===== src/rtl/multicycle_control_fsm.sv =====
// Multi-cycle control sequencer for an RV64I subset (R, I-arith, load, store, BEQ); outputs decoded from state.
// Zero-wait latency R/I 4, load 5, store 4, branch 3; stalls on imem/dmem ready, aborts to IDLE on wait timeout.
module multicycle_control_fsm #(
  parameter int MEM_TIMEOUT = 16,
  parameter int CNT_W       = 64
) (
  input  logic             clk,
  input  logic             reset_n,
  input  logic [31:0]      instruction,
  input  logic             zero,
  input  logic             imem_ready,
  input  logic             dmem_ready,
  output logic             imem_req,
  output logic             dmem_req,
  output logic             dmem_we,
  output logic             ir_write,
  output logic             pc_write,
  output logic             pc_src,
  output logic             reg_write,
  output logic             alu_src,
  output logic [1:0]       alu_op,
  output logic             mem_to_reg,
  output logic [1:0]       imm_sel,
  output logic             illegal_instr,
  output logic             bus_error,
  output logic [2:0]       state,
  output logic [CNT_W-1:0] instret
);

  typedef enum logic [2:0] {
    S_IDLE   = 3'd0,
    S_FETCH  = 3'd1,
    S_DECODE = 3'd2,
    S_EXEC   = 3'd3,
    S_MEM    = 3'd4,
    S_WB     = 3'd5
  } state_t;

  localparam int WCW = (MEM_TIMEOUT < 2) ? 1 : $clog2(MEM_TIMEOUT);

  state_t         state_q, state_d;
  logic [WCW-1:0] wait_q, wait_d;
  logic           retire;
  logic           timeout_hit;

  logic [6:0] opcode;
  logic [2:0] funct3;
  logic       is_r, is_i, is_ld, is_st, is_br, legal;
  logic       unused_instr_bits;

  assign opcode = instruction[6:0];
  assign funct3 = instruction[14:12];
  assign is_r   = (opcode == 7'b0110011);
  assign is_i   = (opcode == 7'b0010011);
  assign is_ld  = (opcode == 7'b0000011);
  assign is_st  = (opcode == 7'b0100011);
  assign is_br  = (opcode == 7'b1100011);
  assign legal  = is_r | is_i | is_ld | is_st | is_br;
  assign unused_instr_bits = ^{instruction[31:15], instruction[11:7]};

  assign imm_sel = instruction[6:5];
  assign state   = state_q;

  // The wait cycle that would make the count reach the limit is the abort cycle, unless ready arrives on it.
  assign timeout_hit = (MEM_TIMEOUT != 0) && (int'(wait_q) == MEM_TIMEOUT - 1);

  always_comb begin
    state_d       = state_q;
    imem_req      = 1'b0;
    dmem_req      = 1'b0;
    dmem_we       = 1'b0;
    ir_write      = 1'b0;
    pc_write      = 1'b0;
    pc_src        = 1'b0;
    reg_write     = 1'b0;
    alu_src       = 1'b0;
    alu_op        = 2'b00;
    mem_to_reg    = 1'b0;
    illegal_instr = 1'b0;
    bus_error     = 1'b0;
    retire        = 1'b0;
    case (state_q)
      S_IDLE: state_d = S_FETCH;
      S_FETCH: begin
        imem_req = 1'b1;
        if (imem_ready) begin
          ir_write = 1'b1;
          pc_write = 1'b1;
          state_d  = S_DECODE;
        end else if (timeout_hit) begin
          bus_error = 1'b1;
          state_d   = S_IDLE;
        end
      end
      S_DECODE: begin
        if (legal) begin
          state_d = S_EXEC;
        end else begin
          illegal_instr = 1'b1;
          state_d       = S_FETCH;
        end
      end
      S_EXEC: begin
        if (is_r) begin
          alu_op  = 2'b10;
          state_d = S_WB;
        end else if (is_i) begin
          alu_src = 1'b1;
          alu_op  = 2'b10;
          state_d = S_WB;
        end else if (is_ld || is_st) begin
          alu_src = 1'b1;
          state_d = S_MEM;
        end else if (is_br) begin
          alu_op = 2'b01;
          if (funct3 == 3'b000 && zero) begin
            pc_write = 1'b1;
            pc_src   = 1'b1;
          end
          retire  = 1'b1;
          state_d = S_FETCH;
        end else begin
          state_d = S_FETCH;
        end
      end
      S_MEM: begin
        dmem_req = 1'b1;
        if (dmem_ready) begin
          dmem_we = is_st;
          if (is_ld) begin
            state_d = S_WB;
          end else begin
            retire  = 1'b1;
            state_d = S_FETCH;
          end
        end else if (timeout_hit) begin
          // Write strobe withheld so an aborted store cannot land late.
          bus_error = 1'b1;
          state_d   = S_IDLE;
        end else begin
          dmem_we = is_st;
        end
      end
      S_WB: begin
        reg_write  = 1'b1;
        mem_to_reg = is_ld;
        retire     = 1'b1;
        state_d    = S_FETCH;
      end
      default: state_d = S_IDLE;
    endcase
  end

  always_comb begin
    wait_d = wait_q;
    if ((state_d != state_q) && (state_d == S_FETCH || state_d == S_MEM)) begin
      wait_d = '0;
    end else if ((imem_req && !imem_ready) || (dmem_req && !dmem_ready)) begin
      wait_d = wait_q + 1'b1;
    end
  end

  always_ff @(posedge clk or negedge reset_n) begin
    if (!reset_n) begin
      state_q <= S_IDLE;
      wait_q  <= '0;
      instret <= '0;
    end else begin
      state_q <= state_d;
      wait_q  <= wait_d;
      if (retire) begin
        instret <= instret + 1'b1;
      end
    end
  end

endmodule


===== config.mk =====
export PLATFORM = sky130hd
export DESIGN_NAME = multicycle_control_fsm
export DESIGN_NICKNAME = d
export VERILOG_FILES = /design/src/rtl/multicycle_control_fsm.sv
export SDC_FILE = /design/constraint.sdc
export NUM_CORES = 1
export LEC_CHECK = 0
export CORE_MARGIN = 1.5
export CORE_UTILIZATION = 45
export DETAILED_ROUTE_END_ITERATION = 8
export PLACE_DENSITY = 0.78
export SYNTH_ARGS = -nofsm -noshare
export SYNTH_HDL_FRONTEND = slang
export SYNTH_SLANG_ARGS = --single-unit

===== constraint.sdc =====
create_clock -name clk -period 2.5 [get_ports clk]
set_input_delay 0.25 -clock clk [delete_from_list [all_inputs] [get_ports clk]]
set_output_delay 0.25 -clock clk [all_outputs]
set_load 0.02 [all_outputs]

==> results_dict.tcl <==
set metrics [dict create \
    rrSetupSlack_ps 190 \
    start_util_pct 47.1 \
    diodes 0 \
    max_freq_ghz 0.425 \
    rsz0062_at_grt "false" \
    period_share_pct 94.1 \
    timing.setup.tns_ps 0 \
    path_cells "clkdlybuf4s50_1 -> nand4bb_4 -> nor2_1 -> nand3_1 -> a21oi_1 -> clkdlybuf4s50_1" \
    drt-initial-drc-count 98 \
    grt-ovfl-total 0 \
    core_um2 7850 \
    worstHoldPathType "flip-flop to flip-flop" \
    tritoncts "built" \
    io_buffer_count 96 \
    drv_slew 0 \
    finalNetCount 512 \
    whs_endpoint "instret[63]" \
    path_clk_slew_ps 70 \
    clock_latency_ps 340 \
    synthArstFlopShare_pct 100 \
    antenna_left 0 \
    slowest_stage "clkdlybuf4s50_1" \
    die_area_um2 8780 \
    crit_required_ps 2250 \
    antenna_found_initial 0 \
    peakVddDrop_v 0.000249 \
    synth.top_cell.area_share_pct 48.0 \
    seqCellArea_um2 1780 \
    hold_viol_final 0 \
    final_layout_size_suffix_gt1_share_pct 13.0 \
    cts_buffers 9 \
    synth_top_cells_by_count "71 x dfrtp_1, 44 x xor2_1, 32 x nand2_1" \
    multi_input_area_um2 1840 \
    crit_fanout 7 \
    path_class "primary input to output pin" \
    p_total_uw 2500 \
    rows 32 \
    fin_worst_skew_ps 3.82 \
    grt_pass1_vias 2987 \
    crit_arrival_ps 2100 \
    die_x_um 93.7 \
    ys_ff_latch 71 \
    ys_top_cells_by_area "dfrtp_1 48%, xor2_1 10%, xnor2_1 5.4%" \
    fill_cells 674 \
    final_period_minus_worst_setup_slack_ps 2350 \
    yosys_warnings 0 \
    crit_top_cell "clkdlybuf4s50_1" \
    maxCapViolCount 0 \
    status "finished clean" \
    cts_sinks 71 \
    seq_area_frac_synth_pct 48.0 \
    min_from "instret[63]" \
    grt_pass1_wl_mm 15.1 \
    p_leak_uw 0.00235 \
    yosysTopAreaCell "dfrtp_1" \
    syn2layout_area_growth_pct 37.7 \
    postLayoutCellArea_um2 5090 \
    syn_area_um2 3700 \
    ios 119 \
    crit_path_start_kind "primary input" \
    power_density_nw_per_um2 492 \
    syn_inst 361 \
    setup_violations 0 \
    dp_hpwl_mm 6.56 \
    vias 3089 \
    drc 0 \
    post_dp_cell_area_um2 4870 \
    holdPathStages 1 \
    drt-total-wl_mm 8.99 \
    ys.flop_type "dfrtp_1" \
    yosysUniqueCellTypes 49 \
    htreeDepth 3 \
    worstSetupEndpointType "output pin" \
    synth_fp_nets 400 \
    cts_root_buffer "clkbuf_8" \
    gp_congestion 0.839 \
    tightest_slew_ps 749 \
    wire_per_inst_um 15.5 \
    via_per_inst 5.34 \
    yosysMostFrequentCell "dfrtp_1" \
    max_slew_margin_pct 50.1 \
    dr.pass1.iters 4 \
    synth_edf_count 0 \
    die_y_um 93.7 \
    r2r_start "state[2]" \
    max-clock-path-buffers 2 \
    slowest_delay_ps 620 \
    groute.usage.overall_pct 21.7 \
    reg2reg_depth 7 \
    regToRegEndpoint "instret[52]" \
    grt_max_degree 40 \
    synth.avg_cell_area_um2 10.2 \
]
==> power by group <==
part	internal [µW]	switching, µW	leakage, µW
sequential	1190	71.2	0.000941
clock	373	423	0.0000914
combinational	222	223	0.00132
==> layout by cell type (no fill, tap or decap), types with 2 or more instances in the layout <==
| master | synthesis | final |
|---|---|---|
| nand3_1 | 23 | 22 |
| buf_4 | 3 | 16 |
| or2_2 | 3 | 3 |
| dfrtp_1 | 71 | 68 |
| nor4b_2 | 0 | 2 |
| clkdlybuf4s50_1 | 0 | 90 |
| nor3_1 | 17 | 16 |
| nor4_1 | 11 | 11 |
| nand2_1 | 32 | 32 |
| and2_1 | 2 | 2 |
| and3_1 | 7 | 7 |
| clkbuf_8 | 0 | 10 |
| nor3_2 | 6 | 7 |
| xor2_1 | 44 | 44 |
| nand4_1 | 15 | 15 |
| a21oi_1 | 7 | 7 |
| nor3b_1 | 4 | 3 |
| nand3b_1 | 3 | 3 |
| clkinv_2 | 0 | 5 |
| and4_1 | 4 | 4 |
| nor4b_1 | 6 | 4 |
| inv_1 | 13 | 13 |
| nor4_2 | 2 | 2 |
| dlymetal6s2s_1 | 0 | 5 |
| a22o_1 | 2 | 2 |
| ha_1 | 2 | 2 |
| mux2i_1 | 2 | 2 |
| xnor2_1 | 23 | 23 |
| dfrtp_2 | 0 | 3 |
| buf_12 | 0 | 2 |
| nor2_1 | 26 | 26 |
==> logic make-up after synthesis <==
kind of cell    Yosys count  synth area share, %
compound gates           22                 4.94
xor+xnor                 67                 15.9
fa+ha+maj                 2                0.676
buf+inv                  27                 3.28
flops                    71                 48.0
mux                       2                0.541
simple gates            170                 26.7
==> timing repair <==
item,CTS,global route
hold buffers,1,0
buffers inserted,1,0
resized for setup,5,8
setup endpoints to repair,4,6
endpoints found under the hold margin,6,0
==> layout make-up <==
cell class                 instances  share of cell area [%]
multi-input combinational        263                    36.0
sequential                        71                    35.0
timing repair buffer             115                    22.4
clock buffer                      10                    2.70
tap                              102                    2.51
inverter                          13                   0.958
clock inverter                     5                   0.491
==> worst max-delay path: cells and delay by family <==
kind,cells,cell delay (ps)
AOI/OAI and AO/OA,1,150
buffers and inverters,2,1130
and+or+nand+nor,3,570
==> registers in the layout (all words and copies together) (netlist names) <==
register / count
wait_q: 4
instret: 64
state: 3
==> how the worst max path moves through the flow <==
stage | startpoint | endpoint | slack [ps] | depth (start not counted)
after floorplan | state[0] | bus_error | 130 | 4
after global placement | instruction[1] | dmem_we | 70 | 5
after detailed placement | instruction[1] | dmem_we | 20 | 5
after CTS | state[2] | pc_write | 4 | 5
after global routing | instruction[2] | alu_src | 20 | 6
final | instruction[1] | alu_src | 150 | 6
==> layer usage <==
metal | part of all wire [%] | track usage, %
met2 | 50 | 34.6
met5 | 0 | 0
met4 | 1.4 | 7.84
met3 | 3.7 | 3.80
met1 | 45 | 29.8
==> per-stage QoR <==
stage               worst slack, ps  instances  util (%)  hold slack, ps
detailed placement             17.5        562      62.1             366
CTS                            3.88        579      64.5             469
floorplan                       125        361         -           -45.6
finish                          148        579      64.9             465
global placement               74.5        562      62.1             356
global route                   21.2        579      64.9             502
No activity file was read; power rests on OpenSTA's default activity.
